`src/rtl/block_drawer_pkg.sv`:
```
// Shared definitions for the block drawing stage: FSM encoding and screen constants.
// Other game stages import this to stay consistent with the drawer.
package block_drawer_pkg;

  typedef enum logic [1:0] {
    IDLE  = 2'd0,
    ERASE = 2'd1,
    DRAW  = 2'd2,
    DONE  = 2'd3
  } state_e;

  localparam int SCREEN_W = 160;
  localparam int SCREEN_H = 120;
  localparam int HEIGHT   = 4;
  localparam logic [2:0] BG_COLOUR = 3'b000;

  // A column is visible when the full-width sum lies left of the screen edge.
  function automatic logic on_screen(input logic [8:0] col, input int screen_w);
    return (int'(col) < screen_w);
  endfunction

endpackage

```
`src/rtl/block_drawer_scanner.sv`:
```
// Row-major rectangle walker. cx/ry give the coordinate to present in the next
// cycle; last flags that the coordinate presented now is the final one.
module rect_scanner #(
  parameter int CW = 8,
  parameter int RW = 7
) (
  input  logic          clk,
  input  logic          resetn,
  input  logic          go,
  input  logic [CW-1:0] width,
  input  logic [RW-1:0] height,
  output logic [CW-1:0] cx,
  output logic [RW-1:0] ry,
  output logic          last
);

  logic [CW-1:0] cx_q, cx_d;
  logic [RW-1:0] ry_q, ry_d;
  logic [CW-1:0] w_q, w_d;
  logic [RW-1:0] h_q, h_d;
  logic          last_q, last_d;

  always_comb begin
    cx_d   = cx_q;
    ry_d   = ry_q;
    w_d    = w_q;
    h_d    = h_q;
    last_d = last_q;
    if (go) begin
      cx_d   = '0;
      ry_d   = '0;
      w_d    = width;
      h_d    = height;
      last_d = (width == CW'(1)) && (height == RW'(1));
    end else if (!last_q) begin
      if (cx_q == w_q - CW'(1)) begin
        cx_d = '0;
        ry_d = ry_q + RW'(1);
      end else begin
        cx_d = cx_q + CW'(1);
      end
      last_d = (cx_d == w_q - CW'(1)) && (ry_d == h_q - RW'(1));
    end
  end

  // Out of reset the walker sits parked on "last" so it never advances idle.
  always_ff @(posedge clk) begin
    if (!resetn) begin
      cx_q   <= '0;
      ry_q   <= '0;
      w_q    <= '0;
      h_q    <= '0;
      last_q <= 1'b1;
    end else begin
      cx_q   <= cx_d;
      ry_q   <= ry_d;
      w_q    <= w_d;
      h_q    <= h_d;
      last_q <= last_d;
    end
  end

  assign cx   = cx_d;
  assign ry   = ry_d;
  assign last = last_q;

endmodule

```
`src/rtl/block_drawer.sv`:
```
// Erases the previous block rectangle, then draws the new one, streaming one
// registered pixel per cycle to the VGA adapter.
module block_drawer #(
  parameter int         HEIGHT    = block_drawer_pkg::HEIGHT,
  parameter int         SCREEN_W  = block_drawer_pkg::SCREEN_W,
  parameter logic [2:0] BG_COLOUR = block_drawer_pkg::BG_COLOUR
) (
  input  logic       clk,
  input  logic       resetn,
  input  logic       start,
  input  logic [7:0] x_in,
  input  logic [6:0] y_in,
  input  logic [7:0] width_in,
  input  logic [2:0] colour_in,
  output logic [7:0] vga_x,
  output logic [6:0] vga_y,
  output logic [2:0] vga_colour,
  output logic       plot,
  output logic       busy,
  output logic       done
);

  import block_drawer_pkg::*;

  state_e     state_q, state_d;
  logic [7:0] new_x_q, new_x_d;
  logic [6:0] new_y_q, new_y_d;
  logic [7:0] new_w_q, new_w_d;
  logic [2:0] new_col_q, new_col_d;
  logic [7:0] prev_x_q, prev_x_d;
  logic [6:0] prev_y_q, prev_y_d;
  logic [7:0] prev_w_q, prev_w_d;
  logic       prev_valid_q, prev_valid_d;

  logic [7:0] vga_x_q, vga_x_d;
  logic [6:0] vga_y_q, vga_y_d;
  logic [2:0] vga_colour_q, vga_colour_d;
  logic       plot_q, plot_d;
  logic       busy_q, busy_d;
  logic       done_q, done_d;

  logic       scan_go;
  logic [7:0] scan_w;
  logic [7:0] scan_cx;
  logic [6:0] scan_ry;
  logic       scan_last;

  logic       in_phase;
  logic [7:0] base_x;
  logic [6:0] base_y;
  logic [8:0] col_sum;

  rect_scanner #(
    .CW(8),
    .RW(7)
  ) u_scanner (
    .clk   (clk),
    .resetn(resetn),
    .go    (scan_go),
    .width (scan_w),
    .height(7'(HEIGHT)),
    .cx    (scan_cx),
    .ry    (scan_ry),
    .last  (scan_last)
  );

  always_comb begin
    state_d      = state_q;
    new_x_d      = new_x_q;
    new_y_d      = new_y_q;
    new_w_d      = new_w_q;
    new_col_d    = new_col_q;
    prev_x_d     = prev_x_q;
    prev_y_d     = prev_y_q;
    prev_w_d     = prev_w_q;
    prev_valid_d = prev_valid_q;
    scan_go      = 1'b0;
    scan_w       = new_w_q;

    unique case (state_q)
      IDLE: begin
        if (start) begin
          new_x_d   = x_in;
          new_y_d   = y_in;
          new_w_d   = width_in;
          new_col_d = colour_in;
          if (prev_valid_q && (prev_w_q != '0)) begin
            state_d = ERASE;
            scan_go = 1'b1;
            scan_w  = prev_w_q;
          end else if (width_in != '0) begin
            state_d = DRAW;
            scan_go = 1'b1;
            scan_w  = width_in;
          end else begin
            state_d = DONE;
          end
        end
      end
      ERASE: begin
        if (scan_last) begin
          if (new_w_q != '0) begin
            state_d = DRAW;
            scan_go = 1'b1;
            scan_w  = new_w_q;
          end else begin
            state_d = DONE;
          end
        end
      end
      DRAW: begin
        if (scan_last) begin
          state_d = DONE;
        end
      end
      DONE: begin
        prev_x_d     = new_x_q;
        prev_y_d     = new_y_q;
        prev_w_d     = new_w_q;
        prev_valid_d = 1'b1;
        state_d      = IDLE;
      end
      default: state_d = IDLE;
    endcase
  end

  // Pixel outputs are computed from next state so the first pixel appears
  // the cycle right after start is accepted.
  always_comb begin
    in_phase     = (state_d == ERASE) || (state_d == DRAW);
    base_x       = (state_d == ERASE) ? prev_x_q : new_x_d;
    base_y       = (state_d == ERASE) ? prev_y_q : new_y_d;
    col_sum      = {1'b0, base_x} + {1'b0, scan_cx};
    vga_x_d      = vga_x_q;
    vga_y_d      = vga_y_q;
    vga_colour_d = vga_colour_q;
    if (in_phase) begin
      vga_x_d      = col_sum[7:0];
      vga_y_d      = base_y + scan_ry;
      vga_colour_d = (state_d == ERASE) ? BG_COLOUR : new_col_d;
    end
    plot_d = in_phase && on_screen(col_sum, SCREEN_W);
    busy_d = (state_d != IDLE);
    done_d = (state_d == DONE);
  end

  always_ff @(posedge clk) begin
    if (!resetn) begin
      state_q      <= IDLE;
      new_x_q      <= '0;
      new_y_q      <= '0;
      new_w_q      <= '0;
      new_col_q    <= '0;
      prev_x_q     <= '0;
      prev_y_q     <= '0;
      prev_w_q     <= '0;
      prev_valid_q <= 1'b0;
      vga_x_q      <= '0;
      vga_y_q      <= '0;
      vga_colour_q <= '0;
      plot_q       <= 1'b0;
      busy_q       <= 1'b0;
      done_q       <= 1'b0;
    end else begin
      state_q      <= state_d;
      new_x_q      <= new_x_d;
      new_y_q      <= new_y_d;
      new_w_q      <= new_w_d;
      new_col_q    <= new_col_d;
      prev_x_q     <= prev_x_d;
      prev_y_q     <= prev_y_d;
      prev_w_q     <= prev_w_d;
      prev_valid_q <= prev_valid_d;
      vga_x_q      <= vga_x_d;
      vga_y_q      <= vga_y_d;
      vga_colour_q <= vga_colour_d;
      plot_q       <= plot_d;
      busy_q       <= busy_d;
      done_q       <= done_d;
    end
  end

  assign vga_x      = vga_x_q;
  assign vga_y      = vga_y_q;
  assign vga_colour = vga_colour_q;
  assign plot       = plot_q;
  assign busy       = busy_q;
  assign done       = done_q;

endmodule
```
`config.mk`:
```
export PLATFORM = sky130hd
export DESIGN_NAME = block_drawer
export DESIGN_NICKNAME = d
export VERILOG_FILES = /design/src/rtl/block_drawer_pkg.sv /design/src/rtl/block_drawer_scanner.sv /design/src/rtl/block_drawer.sv
export SDC_FILE = /design/constraint.sdc
export NUM_CORES = 1
export LEC_CHECK = 0
export ABC_AREA = 1
export CORE_MARGIN = 2
export CORE_UTILIZATION = 52
export CTS_CLUSTER_SIZE = 40
export DETAILED_ROUTE_END_ITERATION = 6
export PLACE_DENSITY = 0.82
export SLEW_MARGIN = 0
export SYNTH_ARGS = -nofsm -noshare
export SYNTH_HDL_FRONTEND = slang
export SYNTH_SLANG_ARGS = --single-unit
```
`constraint.sdc`:
```
create_clock -name clk -period 4.28 [get_ports clk]
set_input_delay 1.07 -clock clk [delete_from_list [all_inputs] [get_ports clk]]
set_output_delay 1.07 -clock clk [all_outputs]
set_load 0.05 [all_outputs]
```
After elaboration in Yosys (flattened, before gate mapping) --
Cells that the tools add are included.
Word-level totals: flip-flop bits (word level) 98, input port bits 29, output and inout bits 21
Operators by class: add/subtract/negate cells 6, $lt $le $gt $ge 1, equality and inequality tests 9, multiplexer cells 38, reduce and logical (&&, ||, !) cells 10
Operator list (number):
- 8-bit two-way mux | 12
- 7-bit two-way mux | 8
- 8-bit nonzero test | 3
- 8-bit == test | 2
- 8-bit by 8-bit adder with 9-bit output | 1
- 9-bit by 8-bit less-than comparator with 1-bit output (second input constant) | 1
- 1-bit two-way mux | 9
- 3-bit two-way mux | 3
- 8-bit by 1-bit adder with 8-bit output (second input constant) | 1
- 2-bit == test (second input constant) | 4
- 2-bit two-way mux | 4
- 2-bit case mux with 4 select lines | 1
- 8-bit by 1-bit subtractor with 8-bit output (second input constant) | 1
- 7-bit by 1-bit adder with 7-bit output (second input constant) | 1
- 7-bit adder | 1
- 7-bit == test | 1
- 2-bit by 1-bit == test with 1-bit output (second input constant) | 2
- 3-bit by 1-bit subtractor with 4-bit output (second input constant) | 1
- 1-bit logical AND | 3
- 2-bit zero test | 1
- 1-bit case mux with 2 select lines | 1
- 2-bit AND reduction | 1
- 2-bit nonzero test | 1
- 1-bit logical OR | 1

Logic depth before layout (Yosys ltp) --
depth after elaboration 11, gate-level depth with buffers 26

Cells and area by module --
Synthesis repeated with hierarchy kept, for this count alone.
Unflattened totals: cell total of the unflattened synthesis 872, area, all modules 5995.8 µm²
By module, submodules not included:
- block_drawer | times used 1, cells each 492, area an instance 3646.0 µm²
- rect_scanner | times used 1, cells each 380, area an instance 2349.8 µm²

Least setup slack after synthesis --
No wires, ideal clock.
kind input-to-reg, from in width_in[0], to reg vga_y_q[6] (netlist: vga_y[6]), library setup time 0.120 ns, data arrival time 4.033 ns, slack 0.127 ns, stages 22, buffers on the path 2, cell sequence nor4_1 nand2_1 a21oi_1 nor3_1 inv_1 ha_1 clkbuf_1 clkbuf_1 nand2_1 o21ai_0 ha_1 inv_1 fa_1 inv_1 a21oi_1 o21bai_1 nand2_1 nand2_1 a21oi_1 xor2_1 xnor2_1 a21oi_1
Between the ends: longest elaborated chain between the ends 8, elaborated cells on any way between the ends 15
RTL lines:
- start: declaration | RTL line block_drawer.sv:13 | input logic [7:0] width_in,
- 8-bit nonzero test * | RTL line block_drawer.sv:91 | end else if (width_in != '0) begin
- 1-bit two-way mux * | RTL line block_drawer.sv:91
- 2-bit two-way mux * | RTL line block_drawer.sv:87 | if (prev_valid_q && (prev_w_q != '0)) begin
- 2-bit two-way mux * | RTL line block_drawer.sv:82 | if (start) begin
- 2-bit case mux with 4 select lines * | RTL line block_drawer.sv:80 | unique case (state_q)
- via state_d[0] | RTL line block_drawer.sv:25 | state_e state_q, state_d;
- 2-bit by 1-bit == test with 1-bit output | RTL line block_drawer.sv:130, block_drawer.sv:132
- 7-bit two-way mux | RTL line block_drawer.sv:132 | base_y = (state_d == ERASE) ? prev_y_q : new_y_d;
- 7-bit adder | RTL line block_drawer.sv:139 | vga_y_d = base_y + scan_ry;
- end signal: assignment | RTL line block_drawer.sv:175 | vga_y_q <= vga_y_d;
- end: declaration | RTL line block_drawer.sv:36 | logic [6:0] vga_y_q, vga_y_d;
The timed path passes the listed nets; every way through them passes the cells marked *. A chain may end at the register's enable or synchronous reset.

Final worst setup path --
from in width_in[4], to reg vga_y_q[6] (netlist: vga_y[6])
Between the ends: elaborated cells on any way between the ends 15
RTL lines:
- 8-bit nonzero test | RTL line block_drawer.sv:91
- 1-bit two-way mux | RTL line block_drawer.sv:91
- 1-bit two-way mux | RTL line block_drawer.sv:87
- 1-bit two-way mux | RTL line block_drawer.sv:82
- 1-bit case mux with 2 select lines | RTL line block_drawer.sv:80
- 7-bit two-way mux | RTL line block_drawer_scanner.sv:29 | if (go) begin
- via scan_ry[2] | RTL line block_drawer.sv:45 | logic [6:0] scan_ry;
- 7-bit adder | RTL line block_drawer.sv:139
The timed path passes the listed nets, and every way through them passes these cells.

==> impl_metrics.tcl <==
set metrics [dict create \
    fin_crit_ns 4.002 \
    vias 5109 \
    via_per_inst 5.361 \
    setup.worst_path.class "input port to flop" \
    combPwrFrac 0.444 \
    crit-reg2reg-launch "u_scanner.w_q[0]" \
    cp_top_family "simple AND/OR/NAND/NOR gates" \
    finalNetCount 868 \
    avgSynthCellArea_um2 7.032 \
    numCtsBuffers 9 \
    grt_pass1_wl_um 22060 \
    ys_ff_latch 98 \
    powerDensity_nw_per_um2 476.6 \
    antenna_found_initial 0 \
    nFillCells 843 \
    start_util 0.5382 \
    gp_congestion 0.9624 \
    syn-num-nets 806 \
    hold_depth 2 \
    grt_use_total 0.2466 \
    grt-ovfl-total 0 \
    drcViolationCount 0 \
    total_power_w 0.002992 \
    wl_um 13120 \
    cp_num_buf_inv 4 \
    core_area_um2 9864 \
    skew_ns 0.01019 \
    ant_nets 0 \
    holdWs_ns 0.4857 \
    cts_tree "done" \
    drive_gt1_frac 0.09634 \
    power_leakage_nw 2.814 \
    clock-sinks 98 \
    root_buffer "clkbuf_8" \
    synth_seq_area_share 0.3695 \
    maxSlewHeadroom 0.4188 \
    syn_inst 755 \
    diodes 0 \
    slowest_stage "clkdlybuf4s50_1" \
    htreeDepth 3 \
    peakVddDrop_mv 0.3646 \
    path_common_cell "nand2_1" \
    r2r_cells 26 \
    worstPathRequired_ns 4.55 \
    crit_chain "clkdlybuf4s50_1 > nor4_2 > buf_4 > nand3_1 > nand2_1 > nand2_1 > buf_4 > buf_4 > nor3_1 > ha_1 > a21oi_1 > o21bai_1 > nand2_1 > nand2_1 > a21oi_1 > xor2_1 > xnor2_1 > a21oi_1" \
    die_w_um 105.0 \
    clk_path_buf_depth 2 \
    grt_max_degree 57 \
    final_cell_mix "137 x nand2_1, 112 x nor2_1, 98 x dfxtp_1" \
    pin_count 50 \
    drt-wirelength-per-cell_um 13.77 \
    num_rows 36 \
    hp-start "vga_x[0]" \
    seq_power_share 0.381 \
    yosys_warnings 0 \
    reg2reg_slack_ns 0.57 \
    worst_ep_arrival_time_ns 4.27 \
    syn_area_um2 5309 \
    final_util 0.6364 \
    cp_max_fo 15 \
    hold_path.class "flop to flop" \
    dp_hpwl_um 10080 \
    holdPathEnd "vga_x[0]" \
    slowest_delay_ns 0.44 \
    place_area_um2 6077 \
    die_area_um2 11030 \
    pwr-share-clk 0.175 \
    internal_power_w 0.001737 \
    clk_pin_slew_ns 0.09 \
    swShare 0.4193 \
    fin_area_um2 6277 \
    die_h_um 105.0 \
    r2r-end "vga_y[6]" \
    io_buffers 49 \
    cp-end-kind "flop" \
    period_share 0.9350 \
    setup_viol 0 \
    grt_pass1_vias 4699 \
    outcome "finished, final reports clean" \
    area_growth_pct 18.24 \
    clk_latency_ns 0.37 \
    report.final.slew_viol_count 0 \
    worstSetupStartpointType "input port" \
    drt_iter0_drc 262 \
    firstDrtPassIters 5 \
    cap_violations 0 \
    ys_types 38 \
    cts_hold_buf 0 \
    final_common_cell "nand2_1" \
    hold_violations 0 \
    switchingPower_w 0.001255 \
    fmax_mhz 249.9 \
    tightest_slew_ns 0.8708 \
]
[state kept, by name (all words and copies together) (netlist names), 7 cells and up]
register and count:
vga_y 7, prev_y_q 7, u_scanner.w_q 8, u_scanner.cx_q 8, new_x_q 8, prev_w_q 8, new_y_q 7, prev_x_q 8
u_scanner.ry_q 7, new_w_q 8, vga_x 8
[power groups by stage]
stage / clock network (W) / registers, W / logic, W
4_1_cts: 0.000531 / 0.00114 / 0.00131
3_3_place_gp: 0 / 0.00116 / 0.00127
3_5_place_dp: 0 / 0.00116 / 0.00131
2_1_floorplan: 0 / 0.00134 / 0.000715
6_report: 0.000523 / 0.00114 / 0.00133
5_1_grt: 0.000572 / 0.00115 / 0.00146
[worst max-delay path by stage]
stage / cells past startpoint / endpoint / start / slack [ns]
after floorplan: 22 / vga_y[6] / width_in[0] / 0.13
after global placement: 21 / plot / width_in[0] / -0.15
after detailed placement: 21 / plot / width_in[0] / -0.31
after CTS: 21 / plot / width_in[0] / 0.05
after global routing: 18 / plot / width_in[4] / -0.01
final: 18 / vga_y[6] / width_in[4] / 0.28
[routing by layer]
layer	vias up	routed length (um)	GRT usage
met3	21	650	0.04055
met2	139	6157	0.4017
met4	0	300	0.1019
met5	-	0	0
met1	2342	6016	0.3242
li1	2607	-	-
[cell families (layout without fill, tap and decap cells)]
family | after synthesis | after routing | share of synthesized area
flip-flops | 98 | 98 | 0.3695
buffers and inverters | 117 | 182 | 0.08650
AO/OA/AOI/OAI | 138 | 138 | 0.1442
XOR/XNOR | 16 | 16 | 0.02640
adder cells (fa/ha/maj) | 22 | 22 | 0.05468
AND/OR/NAND/NOR | 349 | 349 | 0.2904
multiplexers | 15 | 15 | 0.02828
[timing repair]
item,4_1_cts,5_1_grt
buffers inserted,0,1
endpoints found under the hold margin,0,0
gates resized for setup,0,7
endpoints found under the setup margin,0,6
[tightest hold or removal path: cells and delay by family (launching register included)]
| kind | cells | cell delay (ns) |
|---|---|---|
| flip-flops | 1 | 0.32 |
| AND/OR/NAND/NOR | 2 | 0.13 |
[Yosys cell counts, drive strengths merged]
master	instances	area [um2]
clkinv	5	18.77
xnor2	4	35.03
ha	20	250.2
nand2	145	564.3
o211ai	4	30.03
a21oi	37	185.2
nand3b	2	27.53
o22ai	4	25.02
o21ai	78	401.6
dfxtp	98	1962
a221oi	3	26.28
nor4	17	106.4
clkbuf	26	97.59
nor2	118	472.9
mux2i	15	150.1
o21bai	2	15.01
o31ai	1	7.510
nand4	10	62.56
nand3	39	212.7
a31oi	4	25.02
xor2	12	105.1
fa	2	40.04
buf	7	46.29
inv	79	296.5
a32o	5	50.05
nor3	18	95.09
[metrics by stage]
stage	setup TNS, ns	worst slack, ns	instances
6_report	0	0.2780	953
5_1_grt	-0.01453	-0.01453	953
4_1_cts	0	0.04736	952
3_5_place_dp	-1.205	-0.3143	938
3_3_place_gp	-0.4728	-0.1544	938
2_1_floorplan	0	0.1267	755
[layout make-up]
class                   count  area, um2  area share
clock buffers              11      141.4     0.02252
clock inverters             3      17.52    0.002791
flip-flops and latches     98       1962      0.3125
repair buffers             84      753.2      0.1200
inverters                  84      315.3     0.05023
multi-input cells         540       2922      0.4654
well taps                 133      166.4     0.02651
(Power assumes the default switching activity.)
